## src/rtl/bus_responder_pkg.sv

```systemverilog
// rtl/bus_responder_pkg.sv - shared target encoding, error pattern and default latencies
package bus_responder_pkg;

  localparam int NUM_TARGETS = 7;

  // Bit positions of the select vector; the address decoder uses the same order.
  typedef enum logic [2:0] {
    TGT_CPU_RAM = 3'd0,
    TGT_VDP     = 3'd1,
    TGT_STATUS  = 3'd2,
    TGT_DSP     = 3'd3,
    TGT_PAD     = 3'd4,
    TGT_COP_RAM = 3'd5,
    TGT_FLASH   = 3'd6
  } target_e;

  typedef enum logic [1:0] {
    ST_IDLE,
    ST_WAIT,
    ST_RESPOND
  } state_e;

  localparam logic [31:0] ERR_DATA = 32'hFFFF_FFFF;

  localparam int DEF_RAM_LATENCY    = 1;
  localparam int DEF_PERIPH_LATENCY = 2;
  localparam int DEF_TIMEOUT        = 255;

  function automatic logic is_handshake(input target_e t);
    return (t == TGT_VDP) || (t == TGT_FLASH);
  endfunction

  function automatic logic is_ram(input target_e t);
    return (t == TGT_CPU_RAM) || (t == TGT_COP_RAM);
  endfunction

  // Only meaningful for a one-hot select vector.
  function automatic target_e sel_index(input logic [NUM_TARGETS-1:0] sel);
    target_e idx;
    idx = TGT_CPU_RAM;
    for (int i = 0; i < NUM_TARGETS; i++) begin
      if (sel[i]) idx = target_e'(i[2:0]);
    end
    return idx;
  endfunction

endpackage

```

## src/rtl/bus_responder_timeout_counter.sv

```systemverilog
// rtl/bus_responder_timeout_counter.sv - WAIT-cycle counter for handshake targets
module bus_timeout_counter #(
  parameter int TIMEOUT = 255
) (
  input  logic clk,
  input  logic rst,
  input  logic load,
  input  logic enable,
  output logic expired
);

  localparam int CNT_W = $clog2(TIMEOUT + 1);

  logic [CNT_W-1:0] cnt_q, cnt_d;

  // expired marks the TIMEOUT-th WAIT cycle itself, so the caller can still let ready win.
  assign expired = (cnt_q == CNT_W'(TIMEOUT - 1));

  always_comb begin
    cnt_d = cnt_q;
    if (load) begin
      cnt_d = '0;
    end else if (enable && !expired) begin
      cnt_d = cnt_q + CNT_W'(1);
    end
  end

  always_ff @(posedge clk or posedge rst) begin
    if (rst) begin
      cnt_q <= '0;
    end else begin
      cnt_q <= cnt_d;
    end
  end

endmodule

```

## src/rtl/bus_responder.sv

```systemverilog
// rtl/bus_responder.sv - CPU bus responder: decodes a request, waits on the target, returns one ready pulse
module bus_responder
  import bus_responder_pkg::*;
#(
  parameter int RAM_LATENCY    = DEF_RAM_LATENCY,
  parameter int PERIPH_LATENCY = DEF_PERIPH_LATENCY,
  parameter int TIMEOUT        = DEF_TIMEOUT
) (
  input  logic        clk,
  input  logic        reset,
  input  logic        cpu_mem_valid,
  input  logic [3:0]  cpu_wstrb,
  input  logic        cpu_ram_en,
  input  logic        vdp_en,
  input  logic        status_en,
  input  logic        dsp_en,
  input  logic        pad_en,
  input  logic        cop_ram_en,
  input  logic        flash_read_en,
  input  logic [31:0] cpu_ram_rdata,
  input  logic [31:0] vdp_rdata,
  input  logic [31:0] status_rdata,
  input  logic [31:0] dsp_rdata,
  input  logic [31:0] pad_rdata,
  input  logic [31:0] flash_rdata,
  input  logic        vdp_ready,
  input  logic        flash_ready,
  input  logic        error_clear,
  output logic        cpu_mem_ready,
  output logic [31:0] cpu_mem_rdata,
  output logic        bus_error,
  output logic        busy
);

  localparam int MAX_LAT = (RAM_LATENCY > PERIPH_LATENCY) ? RAM_LATENCY : PERIPH_LATENCY;
  localparam int LAT_W   = $clog2(MAX_LAT + 1);

  logic [NUM_TARGETS-1:0] sel;
  assign sel = {flash_read_en, cop_ram_en, pad_en, dsp_en, status_en, vdp_en, cpu_ram_en};

  state_e            state_q, state_d;
  target_e           tgt_q, tgt_d;
  logic              wr_q, wr_d;
  logic [LAT_W-1:0]  lat_q, lat_d;
  logic              ready_q, ready_d;
  logic [31:0]       rdata_q, rdata_d;
  logic              err_q, err_d;

  logic              err_set;
  logic              to_load;
  logic              to_en;
  logic              to_expired;
  logic              hs_ready;
  logic [31:0]       tgt_rdata;
  logic [31:0]       resp_data;

  bus_timeout_counter #(
    .TIMEOUT(TIMEOUT)
  ) u_timeout (
    .clk    (clk),
    .rst    (reset),
    .load   (to_load),
    .enable (to_en),
    .expired(to_expired)
  );

  // cop_ram has no read port, so it falls through to zero.
  always_comb begin
    tgt_rdata = '0;
    case (tgt_q)
      TGT_CPU_RAM: tgt_rdata = cpu_ram_rdata;
      TGT_VDP:     tgt_rdata = vdp_rdata;
      TGT_STATUS:  tgt_rdata = status_rdata;
      TGT_DSP:     tgt_rdata = dsp_rdata;
      TGT_PAD:     tgt_rdata = pad_rdata;
      TGT_FLASH:   tgt_rdata = flash_rdata;
      default:     tgt_rdata = '0;
    endcase
  end

  assign hs_ready  = ((tgt_q == TGT_VDP) && vdp_ready) || ((tgt_q == TGT_FLASH) && flash_ready);
  assign resp_data = wr_q ? '0 : tgt_rdata;

  always_comb begin
    state_d = state_q;
    tgt_d   = tgt_q;
    wr_d    = wr_q;
    lat_d   = lat_q;
    ready_d = 1'b0;
    rdata_d = '0;
    err_set = 1'b0;
    to_load = 1'b0;
    to_en   = 1'b0;
    case (state_q)
      ST_IDLE: begin
        if (cpu_mem_valid) begin
          to_load = 1'b1;
          if ($onehot(sel)) begin
            tgt_d   = sel_index(sel);
            wr_d    = |cpu_wstrb;
            lat_d   = is_ram(sel_index(sel)) ? LAT_W'(RAM_LATENCY) : LAT_W'(PERIPH_LATENCY);
            state_d = ST_WAIT;
          end else begin
            err_set = 1'b1;
            rdata_d = ERR_DATA;
            ready_d = 1'b1;
            state_d = ST_RESPOND;
          end
        end
      end
      ST_WAIT: begin
        if (!cpu_mem_valid) begin
          state_d = ST_IDLE;
        end else if (is_handshake(tgt_q)) begin
          if (hs_ready) begin
            rdata_d = resp_data;
            ready_d = 1'b1;
            state_d = ST_RESPOND;
          end else if (to_expired) begin
            err_set = 1'b1;
            rdata_d = ERR_DATA;
            ready_d = 1'b1;
            state_d = ST_RESPOND;
          end else begin
            to_en = 1'b1;
          end
        end else if (lat_q <= LAT_W'(1)) begin
          rdata_d = resp_data;
          ready_d = 1'b1;
          state_d = ST_RESPOND;
        end else begin
          lat_d = lat_q - LAT_W'(1);
        end
      end
      ST_RESPOND: begin
        state_d = ST_IDLE;
      end
      default: begin
        state_d = ST_IDLE;
      end
    endcase
    err_d = err_set || (err_q && !error_clear);
  end

  always_ff @(posedge clk or posedge reset) begin
    if (reset) begin
      state_q <= ST_IDLE;
      tgt_q   <= TGT_CPU_RAM;
      wr_q    <= 1'b0;
      lat_q   <= '0;
      ready_q <= 1'b0;
      rdata_q <= '0;
      err_q   <= 1'b0;
    end else begin
      state_q <= state_d;
      tgt_q   <= tgt_d;
      wr_q    <= wr_d;
      lat_q   <= lat_d;
      ready_q <= ready_d;
      rdata_q <= rdata_d;
      err_q   <= err_d;
    end
  end

  assign cpu_mem_ready = ready_q;
  assign cpu_mem_rdata = rdata_q;
  assign bus_error     = err_q;
  assign busy          = (state_q != ST_IDLE);

endmodule

```

## config.mk

```make
export PLATFORM = sky130hd
export DESIGN_NAME = bus_responder
export DESIGN_NICKNAME = d
export VERILOG_FILES = /design/src/rtl/bus_responder_pkg.sv /design/src/rtl/bus_responder_timeout_counter.sv /design/src/rtl/bus_responder.sv
export SDC_FILE = /design/constraint.sdc
export NUM_CORES = 1
export LEC_CHECK = 0
export BUFFER_PORTS_ARGS = -buffer_cell sky130_fd_sc_hd__buf_2
export CORE_MARGIN = 2
export CORE_UTILIZATION = 45
export CTS_BUF_LIST = sky130_fd_sc_hd__clkbuf_8
export CTS_CLUSTER_SIZE = 25
export DETAILED_ROUTE_END_ITERATION = 6
export PLACE_DENSITY = 0.89
export SYNTH_ARGS = -nofsm -noshare
export SYNTH_HDL_FRONTEND = slang
export SYNTH_HIERARCHICAL = 1
export SYNTH_SLANG_ARGS = --single-unit
```

## constraint.sdc

```tcl
create_clock -name clk -period 2.4 [get_ports clk]
set_input_delay 0.24 -clock clk [delete_from_list [all_inputs] [get_ports clk]]
set_output_delay 0.24 -clock clk [all_outputs]
set_load 0.1 [all_outputs]
```

Word-level counts from Yosys, hierarchy flattened --
Index checks and enable logic that the tools add are counted.
Word-level totals: register bits after elaboration 50, input bits 209, output and inout bits 35, logic and storage cells 108
Operators by class: $add $sub $neg 8, order comparisons 1, eq/ne operators 16, mux-type cells 55, reductions and logical operators 20
Operator list (number):
- 32-bit 2-to-1 mux | 8
- 32-bit case mux with 6 select lines | 1
- 32-bit case mux with 2 select lines | 1
- 2-bit 2-to-1 mux | 13
- 3-bit 2-to-1 mux | 8
- 1-bit 2-to-1 mux | 18
- 8-bit 2-to-1 mux | 2
- 2-bit != test (second input constant) | 5
- 3-bit == test (second input constant) | 3
- 8-bit by 1-bit adder with 8-bit output (second input constant) | 1
- 8-bit == test (second input constant) | 1
- 2-bit case mux with 2 select lines | 2
- 1-bit by 1-bit adder with 2-bit output | 3
- 3-bit by 1-bit == test with 1-bit output (second input constant) | 2
- 3-bit by 2-bit == test with 1-bit output (second input constant) | 2
- 3-bit logical NOT | 2
- 3-bit AND reduction | 2
- 6-bit AND reduction | 1
- 2-bit nonzero test | 3
- 5-bit by 4-bit != test with 1-bit output (second input constant) | 1
- 1-bit logical AND | 4
- 1-bit logical OR | 4
- 4-bit != test (second input constant) | 1
- 1-bit case mux with 2 select lines | 2
- 9 further kinds | 10

Longest topological paths before layout --
depth in word-level cells 15, mapped depth 11, mapped depth without buffers 10

Hierarchy --
Netlist, hierarchy kept.
Modules (own cells, without submodules):
- bus_responder | times used 1, cells an instance 358, area each 3450.8 sq um, sequential area each 1051.0 sq um
- bus_timeout_counter | times used 1, cells an instance 52, area each 500.5 sq um, sequential area each 200.2 sq um

Least setup slack after synthesis --
No wires, ideal clock.
path type input-to-reg, from in cpu_ram_en, to reg rdata_q[10], in the netlist cpu_mem_rdata[10], library setup time 137 ps, data arrival time 3139 ps, required time 2263 ps, setup slack -876 ps, stages 11, path buffers 1, cells stage by stage inv_1 > fa_1 > fa_1 > fa_1 > inv_1 > fa_1 > nor3_1 > nor3_1 > nor2_1 > clkbuf_1 > a21oi_1
Between the ends: cells in the longest elaborated chain, start to end 7
RTL lines:
- start, declared | line bus_responder.sv:13 | input logic cpu_ram_en,
- 1-bit by 1-bit adder with 2-bit output (implied by the code) | line bus_responder.sv:98 | if ($onehot(sel)) begin
- 2-bit by 2-bit adder with 3-bit output (implied by the code) | line bus_responder.sv:98
- 3-bit adder (implied by the code) | line bus_responder.sv:98
- 3-bit by 1-bit == test with 1-bit output | line bus_responder.sv:98
- 32-bit 2-to-1 mux | line bus_responder.sv:98
- 32-bit 2-to-1 mux | line bus_responder.sv:96 | if (cpu_mem_valid) begin
- 32-bit case mux with 2 select lines | line bus_responder.sv:94 | case (state_q)
- net rdata_d[10] | line bus_responder.sv:46 | logic [31:0] rdata_q, rdata_d;
- end signal, assigned | line bus_responder.sv:160 | rdata_q <= rdata_d;
- end, declared | line bus_responder.sv:46
The timed path passes the listed nets, and every way through them passes these cells. A chain may end at the register's enable or synchronous reset.

Worst setup path after layout --
from in cpu_ram_en, to reg rdata_q[19], in the netlist cpu_mem_rdata[19]
The elaborated chain is that of the path after synthesis.

==> flow_summary.ini <==
[clocking]
cts_root_buf = clkbuf_8
cts_tree = yes
cts_buffer_depth = 2
clk_latency_ns = 0.29
numCtsBuffers = 5
cts.sinks = 50
htree_levels = 2
path_clk_slew_ns = 0.09

[hold_path]
worstHoldPathType = in -> reg

[floorplan]
start_util = 0.458
design.core.area_um2 = 8640
fp.dieW_um = 97.7
rows = 34
fp.dieH_um = 97.7
ios = 244
die-area_um2 = 9550

[timing]
setup_violations = 42
skew_ns = 0.00577
finalWorstSetupSlack_ns = -0.511
finalCritPeriodShare = 1.21
drv_slew = 0
max_freq_ghz = 0.344
setup_tns_ns = -19.18
finalHoldViolCount = 0
rsz0062_at_grt = yes
fin_crit_ns = 2.91
worst-slew-pin-transition_ns = 0.839
relSlewSlack = 0.440

[layout]
fillCellCount = 708
syn2layout_area_growth_pct = 47.4
fin_util = 0.674
nNetsFinal = 874
n_antenna_cell = 0
drive_above_1_share = 0.549

[synthesis]
postSynth.asyncResetShare = 1.00
synth_cell_types = 51
synth_top_area_frac = 0.317
synth_ff_type = dfrtp_1
yosysSeqAreaShare = 0.317
syn_nets = 626
yosys_warnings = 6
synth_edf_count = 0
synthCells = 410
synth_area_per_cell_um2 = 9.64
synthesis.area_um2 = 3950
synth_area_leaders = dfrtp_1 (32%), mux2i_1 (11%), mux4_2 (6.8%)
synth_top_area_cell = dfrtp_1
synth_seq_cells = 50

[placed_design]
io_buffers = 243
dp_hpwl_um = 11100
gp_congestion = 0.901

[pwr]
peakVddDrop_mv = 0.731
p_per_area_nw_per_um2 = 1230
leakage_nw = 2.90

[route]
dr.pass1.iters = 7
num_vias = 4411
wl_per_cell_um = 18.2
wl_um = 13900
ant_nets = 0
via_per_inst = 5.75
first_iter_violations = 214
drc_errors = 0

[global_routing]
grt_pass1_vias = 4487
gr-total-overflow = 0
grt_max_degree = 48
grt_first_pass_wirelength_um = 22000
antenna_found_initial = 0
grt.total_usage = 0.287

[run]
drv_cap = 0

[outcome]
status = finished with violations
violations = negative setup slack

[setup_path]
cp-start-kind = input pin
critical_path.max_fanout = 4
cp-end-kind = register
path_class = in -> reg
crit_arrival_ns = 3.09
cp_data_required_time_ns = 2.58
==> layout make-up <==
cell class	instances	area [um2]	share of cell area
inverter	28	113	0.0193
timing repair buffer	275	1600	0.274
clock inverter	3	37.5	0.00645
multi-input combinational	298	2610	0.449
clock buffer	5	68.8	0.0118
tap	108	135	0.0232
sequential	50	1260	0.216
==> registers in the layout, summed over array words and instances (netlist names) <==
signal and count:
lat_q 2, state_q 2, wr_q 1, cpu_mem_rdata 32, u_timeout/cnt_q 8, tgt_q 3, bus_error 1, cpu_mem_ready 1
==> final timing paths <==
check	from	to	slack, ns	cells after the start
setup / recovery	cpu_ram_en	cpu_mem_rdata[19]$_DFF_PP0_	-0.51	14
hold / removal	error_clear	bus_error$_DFF_PP0_	0.14	2
setup reg to reg	tgt_q[1]$_DFFE_PP0P_	u_timeout/cnt_q[7]$_DFFE_PP0P_	0.28	8
hold reg to reg	u_timeout/cnt_q[7]$_DFFE_PP0P_	u_timeout/cnt_q[7]$_DFFE_PP0P_	0.56	1
max in group asynchronous	reset	tgt_q[1]$_DFFE_PP0P_	1.11	3
min in group asynchronous	reset	u_timeout/cnt_q[7]$_DFFE_PP0P_	0.45	3
==> kinds of logic (layout without fill, tap and decap cells) <==
group	after synthesis	after routing	share of synthesized area
AOI/OAI and AO/OA	162	162	0.282
adders and majority gates	7	7	0.0298
muxes	68	68	0.215
buffers and inverters	62	311	0.0716
DFF	50	50	0.317
and+or+nand+nor	61	61	0.0842
==> cell usage in the layout (no fill, tap or decap), types with 5 or more instances in the layout <==
master / instances
mux4_2: 12
a21boi_0: 15
buf_6: 7
mux2i_1: 43
clkbuf_8: 5
a211oi_1: 29
inv_2: 6
dfrtp_1: 47
o21bai_1: 11
mux2_2: 12
nand2_1: 8
buf_4: 18
o21ai_0: 12
nor2_1: 10
inv_1: 23
buf_2: 241
a21oi_2: 28
a22oi_1: 12
o2bb2ai_1: 8
a21oi_1: 24
nand2b_1: 6
==> metal layers <==
layer	wire [um]	vias to the layer above	global-route usage
li1	-	2057	-
met1	5120	2135	0.337
met2	7650	203	0.538
met3	944	16	0.0568
met4	233	0	0.0662
met5	0	-	0
==> cells in the mapped netlist, types with 2 or more instances <==
library cell,n
a21boi_0,15
o221ai_1,2
nor4_1,4
buf_6,5
nand2b_1,6
or2_2,3
dfrtp_1,50
a311oi_1,3
mux2i_1,43
o21bai_1,11
fa_1,4
nor2b_1,2
buf_2,10
nor3_1,7
a21oi_1,52
a22oi_1,12
mux4_2,12
nand2_1,11
a211oi_1,29
ha_1,3
and3_1,3
o32ai_1,4
buf_1,3
o2bb2ai_1,8
nor2_1,11
inv_1,28
nor3b_1,3
nand3_1,4
o21ai_0,14
mux2_2,12
clkbuf_1,16
==> stage by stage <==
| stage | instances | cell area [um2] | power (W) | hold WS [ns] | setup WS, ns |
|---|---|---|---|---|---|
| after global routing | 767 | 5820 | 0.00757 | 0.130 | -0.567 |
| after detailed placement | 747 | 5460 | 0.00632 | 0.212 | -0.879 |
| after global placement | 747 | 5460 | 0.00619 | 0.211 | -0.759 |
| after CTS | 764 | 5760 | 0.00716 | 0.135 | -0.505 |
| after floorplan | 410 | 4110 | 0.00527 | 0.0557 | -0.567 |
| final | 767 | 5820 | 0.00719 | 0.142 | -0.511 |
==> worst max-delay path, stage by stage <==
cell and delay, ns:
buf_6 0.07, inv_2 0.03, fa_1 0.55, fa_1 0.45
fa_2 0.35, inv_2 0.06, fa_1 0.44, nor3_4 0.23
buf_6 0.14, nor3_4 0.03, nor2_4 0.16, buf_4 0.14
clkbuf_16 0.13, a21oi_1 0.06
==> where the power goes <==
group	switching (W)	internal (W)
sequential	0.000195	0.00111
clock	0.000256	0.000303
combinational	0.00360	0.00172
total	0.00405	0.00313
==> repair_timing <==
item / in CTS / in global routing
hold buffers: 1 / 0
endpoints found under the setup margin: 42 / 42
pin swaps: 8 / 3
hold endpoints to repair: 8 / 0
gates cloned: 3 / 2
buffers inserted: 5 / 3
gates resized for setup: 19 / 14
Power figures use the tool's default switching activity.
